`src/rtl/audio_pkg.sv`:
```
// Shared types and tone table for the game audio path.
// Source enum order doubles as priority: a lower value plays first.
package audio_pkg;

    typedef enum logic [2:0] {
        SRC_HOLE   = 3'd0,
        SRC_BALL   = 3'd1,
        SRC_BORDER = 3'd2,
        SRC_ENTER  = 3'd3,
        SRC_KEYX   = 3'd4,
        SRC_KEYY   = 3'd5,
        SRC_NONE   = 3'd6
    } audio_source_t;

    typedef enum logic [1:0] {
        ST_IDLE = 2'd0,
        ST_PLAY = 2'd1,
        ST_GAP  = 2'd2
    } sched_state_t;

    localparam logic [9:0] TONE_HOLE   = 10'h0DD;
    localparam logic [9:0] TONE_BALL   = 10'h117;
    localparam logic [9:0] TONE_BORDER = 10'h18B;
    localparam logic [9:0] TONE_ENTER  = 10'h175;
    localparam logic [9:0] TONE_KEYX   = 10'h14C;
    localparam logic [9:0] TONE_KEYY   = 10'h128;

    function automatic logic [9:0] tone_of(audio_source_t src);
        case (src)
            SRC_HOLE:   return TONE_HOLE;
            SRC_BALL:   return TONE_BALL;
            SRC_BORDER: return TONE_BORDER;
            SRC_ENTER:  return TONE_ENTER;
            SRC_KEYX:   return TONE_KEYX;
            SRC_KEYY:   return TONE_KEYY;
            default:    return 10'h000;
        endcase
    endfunction

endpackage

```
`src/rtl/audio_priority_pick.sv`:
```
// Fixed-priority selector over the pending vector; bit index equals the
// audio_source_t value, so the lowest set bit wins.
module audio_priority_pick
    import audio_pkg::*;
(
    input  logic [5:0] pending,
    output logic       any,
    output logic [2:0] highest
);

    always_comb begin
        highest = 3'(SRC_NONE);
        for (int i = 5; i >= 0; i--) begin
            if (pending[i]) begin
                highest = 3'(i);
            end
        end
    end

    assign any = |pending;

endmodule

```
`src/rtl/audio_event_scheduler.sv`:
```
// Turns one-cycle audio event pulses into timed tone bursts with a silent
// gap, by fixed priority, driving the tone generator prescaler.
module audio_event_scheduler
    import audio_pkg::*;
#(
    parameter int TONE_CYCLES = 2_500_000,
    parameter int GAP_CYCLES  = 500_000
) (
    input  logic       clk,
    input  logic       resetN,
    input  logic       holeColAudioRequest,
    input  logic       ballToBallColAudioRequest,
    input  logic       borderColAudioRequest,
    input  logic       keyEnterAudioRequest,
    input  logic       keyXAudioRequest,
    input  logic       keyYAudioRequest,
    output logic [9:0] preScaleValue,
    output logic       enableSound,
    output logic       busy,
    output logic [2:0] currentSource
);

    localparam int MAX_CYCLES = (TONE_CYCLES > GAP_CYCLES) ? TONE_CYCLES : GAP_CYCLES;
    localparam int CNT_W      = (MAX_CYCLES > 1) ? $clog2(MAX_CYCLES) : 1;
    localparam logic [CNT_W-1:0] TONE_LOAD = CNT_W'(TONE_CYCLES - 1);
    localparam logic [CNT_W-1:0] GAP_LOAD  = CNT_W'(GAP_CYCLES - 1);

    sched_state_t   state;
    audio_source_t  curSrc;
    audio_source_t  pickSrc;
    logic [CNT_W-1:0] counter;
    logic [5:0]     pending;
    logic [5:0]     reqVec;
    logic [5:0]     clearMask;
    logic [5:0]     pendingNext;
    logic [2:0]     pickHighest;
    logic           pickAny;
    logic           startTone;

    assign reqVec = {keyYAudioRequest, keyXAudioRequest, keyEnterAudioRequest,
                     borderColAudioRequest, ballToBallColAudioRequest, holeColAudioRequest};

    audio_priority_pick uPick (
        .pending (pending),
        .any     (pickAny),
        .highest (pickHighest)
    );

    assign pickSrc       = audio_source_t'(pickHighest);
    assign currentSource = 3'(curSrc);

    // In PLAY only a strictly higher-priority source (lower enum) may cut in.
    always_comb begin
        startTone = 1'b0;
        case (state)
            ST_IDLE: startTone = pickAny;
            ST_PLAY: startTone = pickAny && (pickSrc < curSrc);
            ST_GAP:  startTone = pickAny && (counter == '0);
            default: startTone = 1'b0;
        endcase
        clearMask = startTone ? (6'b000001 << pickHighest) : 6'b000000;
        // A fresh pulse on the bit being cleared keeps it pending.
        pendingNext = (pending & ~clearMask) | reqVec;
    end

    always_ff @(posedge clk) begin
        if (!resetN) begin
            state         <= ST_IDLE;
            pending       <= '0;
            counter       <= '0;
            curSrc        <= SRC_NONE;
            preScaleValue <= '0;
            enableSound   <= 1'b0;
            busy          <= 1'b0;
        end else begin
            pending <= pendingNext;
            if (startTone) begin
                state         <= ST_PLAY;
                counter       <= TONE_LOAD;
                curSrc        <= pickSrc;
                preScaleValue <= tone_of(pickSrc);
                enableSound   <= 1'b1;
                busy          <= 1'b1;
            end else begin
                case (state)
                    ST_PLAY: begin
                        if (counter == '0) begin
                            state         <= ST_GAP;
                            counter       <= GAP_LOAD;
                            curSrc        <= SRC_NONE;
                            preScaleValue <= '0;
                            enableSound   <= 1'b0;
                        end else begin
                            counter <= counter - CNT_W'(1);
                        end
                        busy <= 1'b1;
                    end
                    ST_GAP: begin
                        if (counter == '0) begin
                            state <= ST_IDLE;
                            busy  <= |pendingNext;
                        end else begin
                            counter <= counter - CNT_W'(1);
                            busy    <= 1'b1;
                        end
                    end
                    default: begin
                        state   <= ST_IDLE;
                        counter <= '0;
                        busy    <= |pendingNext;
                    end
                endcase
            end
        end
    end

endmodule

```
`config.mk`:
```
export PLATFORM = sky130hd
export DESIGN_NAME = audio_event_scheduler
export DESIGN_NICKNAME = d
export VERILOG_FILES = /design/src/rtl/audio_pkg.sv /design/src/rtl/audio_priority_pick.sv /design/src/rtl/audio_event_scheduler.sv
export SDC_FILE = /design/constraint.sdc
export NUM_CORES = 1
export LEC_CHECK = 0
export ABC_AREA = 1
export CAP_MARGIN = 25
export CORE_MARGIN = 10
export CORE_UTILIZATION = 50
export CTS_CLUSTER_DIAMETER = 60
export DETAILED_ROUTE_END_ITERATION = 10
export PLACE_DENSITY = 0.71
export SYNTH_ARGS = -nofsm -noshare
export SYNTH_HDL_FRONTEND = slang
export SYNTH_SLANG_ARGS = --single-unit
```
`constraint.sdc`:
```
create_clock -name clk -period 2.85 [get_ports clk]
set_clock_uncertainty 0.1 [all_clocks]
set_input_delay 0.57 -clock clk [delete_from_list [all_inputs] [get_ports clk]]
set_output_delay 0.57 -clock clk [all_outputs]
set_load 0.005 [all_outputs]
```
==> insert_results.sql <==
INSERT INTO impl_metrics (metric_group, metric, value, unit) VALUES
('cells_and_area', 'most_common_cell_after_layout_fill_and_taps_aside', 'sky130_fd_sc_hd__nand2_1', ''),
('clocking', 'insertion_delay_of_the_later_clocked_pin_in_the_worst_skew_pair', '0.30', 'ns'),
('sta', 'final-hold-violation-count', '0', ''),
('floorplanning', 'die_w', '91.80', 'µm'),
('sta', 'achievable-frequency', '0.3993', 'GHz'),
('route', 'wl', '5715', 'µm'),
('critical_path', 'critical_path.n_buffers_inverters', '5', ''),
('critical_path', 'critical_path.max_stage_delay', '0.33', 'ns'),
('yosys', 'yosys.area_share.xor_xnor', '3.058', '%'),
('placed_design', 'placement.cell_area', '0.002848', 'mm²'),
('sta', 'setup_viol', '0', ''),
('power', 'max-vdd-ir-drop', '338.8', 'µV'),
('floorplanning', 'fp-row-count', '26', ''),
('hold_path', 'min_from', 'preScaleValue[5]', ''),
('yosys', 'synth-async-reset-ratio', '0', '%'),
('yosys', 'synth_area_per_cell', '7.200', 'µm²'),
('yosys', 'synth_fa_ha_area_share', '4.854', '%'),
('yosys', 'ys_dominant_reg_cell', 'sky130_fd_sc_hd__dfxtp_1', ''),
('yosys', 'simple_gate_portion_of_the_synthesized_area', '33.40', '%'),
('yosys', 'syn-cell-area', '0.002577', 'mm²'),
('sta', 'final_number_of_max_transition_violations', '0', ''),
('critical_path', 'reg_to_reg_critical_path_startpoint', 'pending[3]', ''),
('global_route', 'grt_pass1_wl', '10030', 'µm'),
('critical_path', 'setup.worst_path.start_class', 'flip-flop', ''),
('clocking', 'htree_levels', '2', ''),
('yosys', 'synth-seq-area-share', '34.17', '%'),
('placed_design', 'globalplace.congestion', '0.9152', ''),
('yosys', 'synth.top_cells.by_area', 'sky130_fd_sc_hd__dfxtp_1 (34%), sky130_fd_sc_hd__nand2_1 (11%), sky130_fd_sc_hd__a21oi_1 (7.0%), sky130_fd_sc_hd__inv_1 (6.3%), sky130_fd_sc_hd__nor2_1 (6.3%)', ''),
('clocking', 'buffers_from_clock_root_to_sink_at_most', '2', ''),
('yosys', 'synth-seq-cells', '44', ''),
('cells_and_area', 'post_route_design_area', '0.002989', 'mm²'),
('cells_and_area', 'antenna_cells_inserted', '0', ''),
('hold_path', 'hp-class', 'flip-flop to flip-flop', ''),
('route', 'drcViolationCount', '0', ''),
('sta', 'final_min_period_over_clock_period', '87.88', '%'),
('yosys', 'synth.yosys.warnings', '0', ''),
('critical_path', 'worst_path_dominant_cell_family', 'simple AND/OR/NAND/NOR gates', ''),
('critical_path', 'cpMaxStageDelayCell', 'sky130_fd_sc_hd__dfxtp_1', ''),
('clocking', 'clk_pin_slew', '0.08', 'ns'),
('clocking', 'clock_tree.root_cell', 'sky130_fd_sc_hd__clkbuf_8', ''),
('yosys', 'post_synth_mux_area_share', '0', '%'),
('yosys', 'synth_compound_gate_area_share', '14.66', '%'),
('cells_and_area', 'fin_nets', '401', ''),
('yosys', 'syn-instance-count', '358', ''),
('critical_path', 'timing.critical_path.required', '2.98', 'ns'),
('yosys', 'synth_edf_count', '0', ''),
('floorplanning', 'die_h', '91.80', 'µm'),
('critical_path', 'arrival', '2.63', 'ns'),
('global_route', 'grt_use_total', '14.05', '%'),
('outcome', 'run_status', 'finished, final reports clean', ''),
('critical_path', 'crit_path_cell_trace', 'nor2_1 > inv_2 > o21ai_2 > inv_1 > ha_1 > nand2_1 > inv_1 > nand2_1 > nand2_1 > nand2_1 > nand2_2 > nand2_4 > nand2_8 > inv_8 > nor2_8 > buf_4 > nand2_1 > a21oi_1', ''),
('route', 'wl_per_cell', '12.59', 'µm'),
('critical_path', 'r2r_setup_slack', '0.35', 'ns'),
('cells_and_area', 'layout_common_cells', 'sky130_fd_sc_hd__nand2_1 (74), sky130_fd_sc_hd__dfxtp_1 (44), sky130_fd_sc_hd__inv_1 (43), sky130_fd_sc_hd__nor2_1 (43), sky130_fd_sc_hd__a21oi_1 (36)', ''),
('critical_path', 'timing.critical_path.from', 'pending[3]', ''),
('yosys', 'yosysTopAreaCell', 'sky130_fd_sc_hd__dfxtp_1', ''),
('clocking', 'cts_made_buffers', '5', ''),
('sta', 'finalSetupTns', '0', 'ns'),
('route', 'drt.antenna.violating_nets', '0', ''),
('critical_path', 'worstPathMaxFanout', '19', ''),
('yosys', 'dominant_combinational_cell_family_by_area_after_synthesis', 'simple AND/OR/NAND/NOR gates', ''),
('route', 'detailedRoute.firstPassIterationCount', '5', ''),
('floorplanning', 'core-area', '0.005042', 'mm²'),
('yosys', 'synthesis.nets', '376', ''),
('cells_and_area', 'layout-area-overhead-vs-synth', '15.97', '%'),
('cells_and_area', 'final-seq-area', '880.8', 'µm²'),
('cells_and_area', 'post_route_cells_drive_above_1_share', '14.06', '%'),
('clocking', 'tritoncts_clock_tree', 'done', ''),
('sta', 'rsz_0062_raised_after_global_routing', 'no', ''),
('run', 'drv_cap', '0', ''),
('cells_and_area', 'fillerInstances', '474', '');
-- sequential cells by signal (all words and copies together), names as in the netlist --
| name | flops |
|---|---|
| busy | 1 |
| counter | 22 |
| currentSource | 3 |
| enableSound | 1 |
| pending | 6 |
| preScaleValue | 9 |
| state | 2 |
-- cells by family after synthesis --
group           Yosys count
other cells               1
fa+ha+maj                10
compound gates           62
simple gates            171
buf+inv                  61
flops                    44
xor+xnor                  9
-- worst paths after layout --
| path | endpoint | cells past startpoint |
|---|---|---|
| worst max-delay path | preScaleValue[7] | 18 |
| worst min register to register | preScaleValue[5] | 2 |
| worst min-delay path | preScaleValue[5] | 2 |
| worst max register to register | preScaleValue[7] | 18 |
-- power breakdown --
part / internal (mW) / leakage (nW) / switching (mW) / total [mW]
sequential: 0.685 / 0.364 / 0.0544 / 0.739
combinational: 0.241 / 0.909 / 0.352 / 0.594
clock: 0.309 / 0.0645 / 0.216 / 0.526
-- area by class of cell --
cell class	count	area share, %
Sequential cell	44	29.47
Tap cell	70	2.930
Clock buffer	7	3.223
Multi-Input combinational cell	253	48.39
Timing Repair Buffer	24	7.786
Clock inverter	1	1.005
Inverter	55	7.200
-- layer usage --
metal | global-route usage, % | vias up | share of wire, %
met1 | 15.65 | 1030 | 43
li1 | - | 1207 | -
met5 | 0 | - | 0
met3 | 3.830 | 11 | 4.4
met2 | 24.88 | 44 | 51
met4 | 5.398 | 0 | 1.8
-- worst reg2reg max path: cells and delay by family (launching register included) --
family,cells,cell delay [ns]
flops,1,0.33
simple gates,10,0.84
buf+inv,5,0.50
fa+ha+maj,1,0.30
compound gates,2,0.35
-- cells in the mapped netlist (2+ instances only) --
| cell type | instances |
|---|---|
| sky130_fd_sc_hd__nor2_8 | 3 |
| sky130_fd_sc_hd__nor4_1 | 4 |
| sky130_fd_sc_hd__o22ai_1 | 4 |
| sky130_fd_sc_hd__ha_1 | 10 |
| sky130_fd_sc_hd__dfxtp_1 | 44 |
| sky130_fd_sc_hd__nor3_1 | 2 |
| sky130_fd_sc_hd__xor2_1 | 6 |
| sky130_fd_sc_hd__xnor2_1 | 3 |
| sky130_fd_sc_hd__o211ai_1 | 2 |
| sky130_fd_sc_hd__a221oi_2 | 2 |
| sky130_fd_sc_hd__nor2_4 | 3 |
| sky130_fd_sc_hd__nand2_2 | 3 |
| sky130_fd_sc_hd__nand3b_1 | 2 |
| sky130_fd_sc_hd__clkbuf_1 | 3 |
| sky130_fd_sc_hd__nand3_1 | 14 |
| sky130_fd_sc_hd__a21oi_1 | 36 |
| sky130_fd_sc_hd__o21ai_2 | 2 |
| sky130_fd_sc_hd__nand2_1 | 74 |
| sky130_fd_sc_hd__o21ai_0 | 5 |
| sky130_fd_sc_hd__o21ai_1 | 3 |
| sky130_fd_sc_hd__nand4_1 | 6 |
| sky130_fd_sc_hd__a211oi_1 | 3 |
| sky130_fd_sc_hd__nor2_2 | 7 |
| sky130_fd_sc_hd__inv_2 | 10 |
| sky130_fd_sc_hd__inv_1 | 43 |
| sky130_fd_sc_hd__nor3_2 | 3 |
| sky130_fd_sc_hd__nand3_2 | 2 |
| sky130_fd_sc_hd__nor2_1 | 43 |
-- through the flow --
step	utilization [%]	instances	total power, mW	setup slack, ns	hold slack [ns]
detailed placement	56.48	444	1.336	0.2455	0.3546
finish	59.28	454	1.859	0.3454	0.3667
global route	59.28	454	1.979	0.1144	0.3922
global placement	56.48	444	1.330	0.3621	0.3512
floorplan	-	358	1.174	0.6709	0.3553
CTS	58.98	452	1.863	0.2380	0.3680
-- what timing repair did --
action | 4_1_cts | 5_1_grt
endpoints found under the setup margin | 0 | 1
hold buffers | 0 | 0
gates resized for setup | 0 | 0
buffers inserted | 0 | 2
(Power assumes the default switching activity.)
